`src/rtl/operand_commit_pkg.sv`:
```
// rtl/operand_commit_pkg.sv - shared state encoding and descriptor field widths
// Purpose: FSM state type and the widths of the write-descriptor fields
//          shared by operand_commit and commit_dest_mux.
// Ports:   none (package).

package operand_commit_pkg;

  // Commit FSM: idle, first write (dst0), second write (dst1, swap only).
  typedef enum logic [1:0] {
    ST_IDLE = 2'd0,
    ST_WR0  = 2'd1,
    ST_WR1  = 2'd2
  } state_t;

  // Destination descriptor field widths.
  localparam int ADDR_W     = 32;
  localparam int DEF_DATA_W = 32;
  localparam int DEF_REG_W  = 3;

endpackage

```
`src/rtl/commit_dest_mux.sv`:
```
// rtl/commit_dest_mux.sv - selects the dst0/dst1 write descriptor by FSM state
// Purpose: drives the shared write-port descriptor from the latched dst0
//          fields in WR0, the latched dst1 fields in WR1, and all-zero in IDLE.
// Ports:   state            - registered FSM state
//          d0_* / d1_*      - latched destination fields and data
//          wr_is_mem, wr_reg, wr_addr, wr_data - selected descriptor

module commit_dest_mux
  import operand_commit_pkg::*;
#(
  parameter int DATA_W = DEF_DATA_W,
  parameter int REG_W  = DEF_REG_W
) (
  input  state_t              state,
  input  logic                d0_is_mem,
  input  logic [REG_W-1:0]    d0_reg,
  input  logic [ADDR_W-1:0]   d0_addr,
  input  logic [DATA_W-1:0]   d0_data,
  input  logic                d1_is_mem,
  input  logic [REG_W-1:0]    d1_reg,
  input  logic [ADDR_W-1:0]   d1_addr,
  input  logic [DATA_W-1:0]   d1_data,
  output logic                wr_is_mem,
  output logic [REG_W-1:0]    wr_reg,
  output logic [ADDR_W-1:0]   wr_addr,
  output logic [DATA_W-1:0]   wr_data
);

  always_comb begin
    wr_is_mem = 1'b0;
    wr_reg    = '0;
    wr_addr   = '0;
    wr_data   = '0;
    case (state)
      ST_WR0: begin
        wr_is_mem = d0_is_mem;
        wr_reg    = d0_reg;
        wr_addr   = d0_addr;
        wr_data   = d0_data;
      end
      ST_WR1: begin
        wr_is_mem = d1_is_mem;
        wr_reg    = d1_reg;
        wr_addr   = d1_addr;
        wr_data   = d1_data;
      end
      default: begin
        wr_is_mem = 1'b0;
        wr_reg    = '0;
        wr_addr   = '0;
        wr_data   = '0;
      end
    endcase
  end

endmodule

```
`src/rtl/operand_commit.sv`:
```
// rtl/operand_commit.sv - commits a move/swap execute result through one write port
// Purpose: accepts a move (one write) or swap (two writes) result, latches it,
//          and serialises the writes over a shared valid/ready write port.
//          A swap whose destinations are both memory is dropped with an err pulse.
// Ports:   clk, rst (async, active-high)
//          in_valid/in_ready, in_swap, opnd0_w, opnd1_w, dst{0,1}_is_mem/_reg/_addr
//          wr_valid/wr_ready, wr_is_mem, wr_reg, wr_addr, wr_data
//          done (commit complete pulse), err (illegal result pulse)

module operand_commit
  import operand_commit_pkg::*;
#(
  parameter int DATA_W = DEF_DATA_W,
  parameter int REG_W  = DEF_REG_W
) (
  input  logic                clk,
  input  logic                rst,
  input  logic                in_valid,
  output logic                in_ready,
  input  logic                in_swap,
  input  logic [DATA_W-1:0]   opnd0_w,
  input  logic [DATA_W-1:0]   opnd1_w,
  input  logic                dst0_is_mem,
  input  logic                dst1_is_mem,
  input  logic [REG_W-1:0]    dst0_reg,
  input  logic [REG_W-1:0]    dst1_reg,
  input  logic [ADDR_W-1:0]   dst0_addr,
  input  logic [ADDR_W-1:0]   dst1_addr,
  output logic                wr_valid,
  input  logic                wr_ready,
  output logic                wr_is_mem,
  output logic [REG_W-1:0]    wr_reg,
  output logic [ADDR_W-1:0]   wr_addr,
  output logic [DATA_W-1:0]   wr_data,
  output logic                done,
  output logic                err
);

  state_t state, state_nxt;
  logic   accept;
  logic   illegal;
  logic   done_nxt;
  logic   err_nxt;

  logic                l_swap;
  logic                l_d0_mem, l_d1_mem;
  logic [REG_W-1:0]    l_d0_reg, l_d1_reg;
  logic [ADDR_W-1:0]   l_d0_addr, l_d1_addr;
  logic [DATA_W-1:0]   l_op0, l_op1;

  // in_ready is held low while reset is asserted, not just once state clears.
  assign in_ready = (state == ST_IDLE) && !rst;
  assign accept   = in_valid && in_ready;
  // Memory-to-memory swap cannot be committed; it is dropped at acceptance.
  assign illegal  = in_swap && dst0_is_mem && dst1_is_mem;
  assign wr_valid = (state != ST_IDLE);

  always_ff @(posedge clk or posedge rst) begin
    if (rst) begin
      state <= ST_IDLE;
      done  <= 1'b0;
      err   <= 1'b0;
    end else begin
      state <= state_nxt;
      done  <= done_nxt;
      err   <= err_nxt;
    end
  end

  always_comb begin
    state_nxt = state;
    done_nxt  = 1'b0;
    err_nxt   = 1'b0;
    case (state)
      ST_IDLE: begin
        if (accept) begin
          if (illegal) err_nxt   = 1'b1;
          else         state_nxt = ST_WR0;
        end
      end
      ST_WR0: begin
        if (wr_ready) begin
          if (l_swap) begin
            state_nxt = ST_WR1;
          end else begin
            state_nxt = ST_IDLE;
            done_nxt  = 1'b1;
          end
        end
      end
      ST_WR1: begin
        if (wr_ready) begin
          state_nxt = ST_IDLE;
          done_nxt  = 1'b1;
        end
      end
      default: state_nxt = ST_IDLE;
    endcase
  end

  always_ff @(posedge clk or posedge rst) begin
    if (rst) begin
      l_swap    <= 1'b0;
      l_d0_mem  <= 1'b0;
      l_d1_mem  <= 1'b0;
      l_d0_reg  <= '0;
      l_d1_reg  <= '0;
      l_d0_addr <= '0;
      l_d1_addr <= '0;
      l_op0     <= '0;
      l_op1     <= '0;
    end else if (accept) begin
      l_swap    <= in_swap;
      l_d0_mem  <= dst0_is_mem;
      l_d1_mem  <= dst1_is_mem;
      l_d0_reg  <= dst0_reg;
      l_d1_reg  <= dst1_reg;
      l_d0_addr <= dst0_addr;
      l_d1_addr <= dst1_addr;
      l_op0     <= opnd0_w;
      l_op1     <= opnd1_w;
    end
  end

  commit_dest_mux #(
    .DATA_W (DATA_W),
    .REG_W  (REG_W)
  ) u_dest_mux (
    .state     (state),
    .d0_is_mem (l_d0_mem),
    .d0_reg    (l_d0_reg),
    .d0_addr   (l_d0_addr),
    .d0_data   (l_op0),
    .d1_is_mem (l_d1_mem),
    .d1_reg    (l_d1_reg),
    .d1_addr   (l_d1_addr),
    .d1_data   (l_op1),
    .wr_is_mem (wr_is_mem),
    .wr_reg    (wr_reg),
    .wr_addr   (wr_addr),
    .wr_data   (wr_data)
  );

endmodule

```
`config.mk`:
```
export PLATFORM = sky130hd
export DESIGN_NAME = operand_commit
export DESIGN_NICKNAME = d
export VERILOG_FILES = /design/src/rtl/operand_commit_pkg.sv /design/src/rtl/commit_dest_mux.sv /design/src/rtl/operand_commit.sv
export SDC_FILE = /design/constraint.sdc
export NUM_CORES = 1
export LEC_CHECK = 0
export ABC_AREA = 1
export CAP_MARGIN = 20
export CORE_MARGIN = 2
export CORE_UTILIZATION = 43
export CTS_BUF_LIST = sky130_fd_sc_hd__clkbuf_8
export DETAILED_ROUTE_END_ITERATION = 8
export GPL_TIMING_DRIVEN = 0
export PLACE_DENSITY = 0.87
export SYNTH_ARGS = -nofsm -noshare
export SYNTH_HDL_FRONTEND = slang
export SYNTH_SLANG_ARGS = --single-unit
```
`constraint.sdc`:
```
create_clock -name clk -period 4.4 [get_ports clk]
set_clock_uncertainty 0.1 [all_clocks]
set_input_delay 0.88 -clock clk [delete_from_list [all_inputs] [get_ports clk]]
set_output_delay 0.88 -clock clk [all_outputs]
set_load 0.05 [all_outputs]
```
==> out/qor.yml <==
async_flop_share: 1.000
synth-compound-area-share: 0.05857
die_h_um: 125.7
layout-drive-gt1-share: 0.06359
synth_area_mm2: 0.006366
worstSetupPathType: "reg -> out"
synth.distinct_cells: 18
synth_edf_count: 0
power_density_mw_per_mm2: 659.5
place_ws_ps: 798.0
crit_arrival_ps: 3080
fp-row-count: 44
nets: 1217
period_share: 0.9230
ioPinCount: 213
postCtsSetupRepairBufs: 0
ir_worst_vdd_mv: 0.3447
grt_max_degree: 43
cts_num_sinks: 141
ys_warn_count: 0
drv_cap: 0
crit_path_end_kind: "primary output"
setup_tns_ps: 0
r2r-start: "state[0]"
setup_viol: 0
r2r_cells: 10
hp-class: "reg -> reg"
use_met2: 0.4025
cts_hold_buf: 0
rsz0062_at_grt: "false"
initial_core_util: 0.4397
fmax_ghz: 0.2462
synth.avg_cell_area_um2: 7.606
clock-root-buffer: "clkbuf_8"
clk_path_buf_depth: 2
track_usage: 0.2453
holdPathStages: 2
synth_xor_area_frac: 0
gp_congestion: 0.8712
antenna_found_initial: 0
finalMaxSlewViolations: 0
clk_latency_ps: 430
tightest_slew_ps: 624.2
core_area_mm2: 0.01448
clkTransAtPathRegs_ps: 70
dp.cells: 1237
yosys.area_share.simple: 0.3306
synth_seq_cells: 141
reg2reg_slack_ps: 2420
setup_ws_ps: 338.9
synth_fa_ha_area_frac: 0.007862
grt_pass1_wl_mm: 30.33
synth-main-ff-cell: "dfrtp_1"
start_kind: "flop"
min_period_ps: 4061
slew_headroom: 0.5839
crit_required_ps: 3420
synth_seq_area_share: 0.5542
ant_nets: 0
htree_levels: 4
route.detailed.drc: 0
die_w_um: 125.7
grt_util_met1: 0.3084
routed_wl_mm: 19.29
vias_per_cell: 4.911
antenna_cells: 0
stdcell_count: 1269
cts_buffers: 17
firstDrtPassIters: 5
synth_top_family_by_area: "simple AND/OR/NAND/NOR gates"
cts_resized: 0
outcome: "completed"
synth_common_cells: "nand2_1, dfrtp_1, a21oi_1, buf_2, clkbuf_1"
num_vias: 6232
die_area_mm2: 0.01579
grt-busiest-layer: "met2"
cp_max_fo: 10
grt.overflow.total: 0
drt_iter0_drc: 317
cts_tree: "yes"
port_buffers: 212
grt_use_met3: 0.05013
holdWs_ps: 379.8
syn_to_final_growth_pct: 44.97
wire_per_inst_um: 15.20
hold_start: "l_op0[1]"
syn_nets: 982
synth_top_area_share: 0.5542
yosysTopAreaCell: "dfrtp_1"
synth.area.mux_share: 0
holdPathEnd: "l_op0[1]"
syn_inst: 837
r2r-end: "l_op0[27]"
hold_violations: 0
power_leakage_nw: 4.443
dp_hpwl_mm: 14.20
synth.most_common_cell: "nand2_1"
grt_pass1_vias: 6127
synth_area_leaders: "dfrtp_1, nand2_1, a21oi_1"
[power by group]
group / internal, mW / switching, mW
Clock: 0.633 / 0.466
Combinational: 0.922 / 1.83
Sequential: 1.90 / 0.339
[worst max path at each step]
stage	endpoint	start	slack, ps
floorplan	wr_data[10]	state[0]	1470
global placement	l_d0_addr[10]	rst	360
detailed placement	wr_addr[0]	state[1]	800
CTS	wr_addr[0]	state[1]	310
global route	wr_addr[0]	state[1]	170
finish	wr_addr[0]	state[1]	340
[per-layer routing]
| layer | up-vias | share of wire |
|---|---|---|
| met5 | - | 0 |
| met4 | 0 | 0.043 |
| met3 | 52 | 0.057 |
| met2 | 217 | 0.47 |
| met1 | 2936 | 0.43 |
| li1 | 3027 | - |
[stage by stage]
step                      area, um2    util  power (mW)
after floorplan                6370       -       3.996
after global routing           9229  0.6374       6.465
final                          9229  0.6374       6.086
after global placement         8722  0.6024       4.903
after detailed placement       8810  0.6085       4.995
after CTS                      9229  0.6374       6.113
[logic make-up after synthesis]
| group | count (synthesis) |
|---|---|
| and+or+nand+nor | 555 |
| AOI/OAI and AO/OA | 74 |
| buffers and inverters | 63 |
| adders and majority gates | 4 |
| DFF | 141 |
[final cells by class]
class / instances / area, um2
buffer: 52 / 269.0
clock buffer: 19 / 261.5
clock inverter: 13 / 157.7
fill: 1209 / 5250
inverter: 11 / 45.04
multi-input combinational: 633 / 2527
sequential: 141 / 3528
tap: 184 / 230.2
timing repair buffer: 216 / 2210
[worst max-delay path, stage by stage (launching register included)]
cell             delay (ps)
dfrtp_1                 400
inv_1                   100
ha_1                    140
buf_2                   240
clkbuf_1                510
nand2_1                 200
a21oi_1                 180
clkdlybuf4s50_1         870
[layout by cell type, fill, tap and decap left out, types with 2 or more instances in the layout]
cell type        count
a21oi_1             69
buf_12               3
buf_2               29
buf_6                5
bufinv_16            4
clkbuf_1            17
clkbuf_8            19
clkdlybuf4s50_1    212
clkinv_2             3
dfrtp_1            141
ha_1                 4
inv_1               13
inv_2                2
nand2_1            547
nand3_1              2
nand4_1              3
o21ai_0              4
Power figures use the tool's default switching activity.
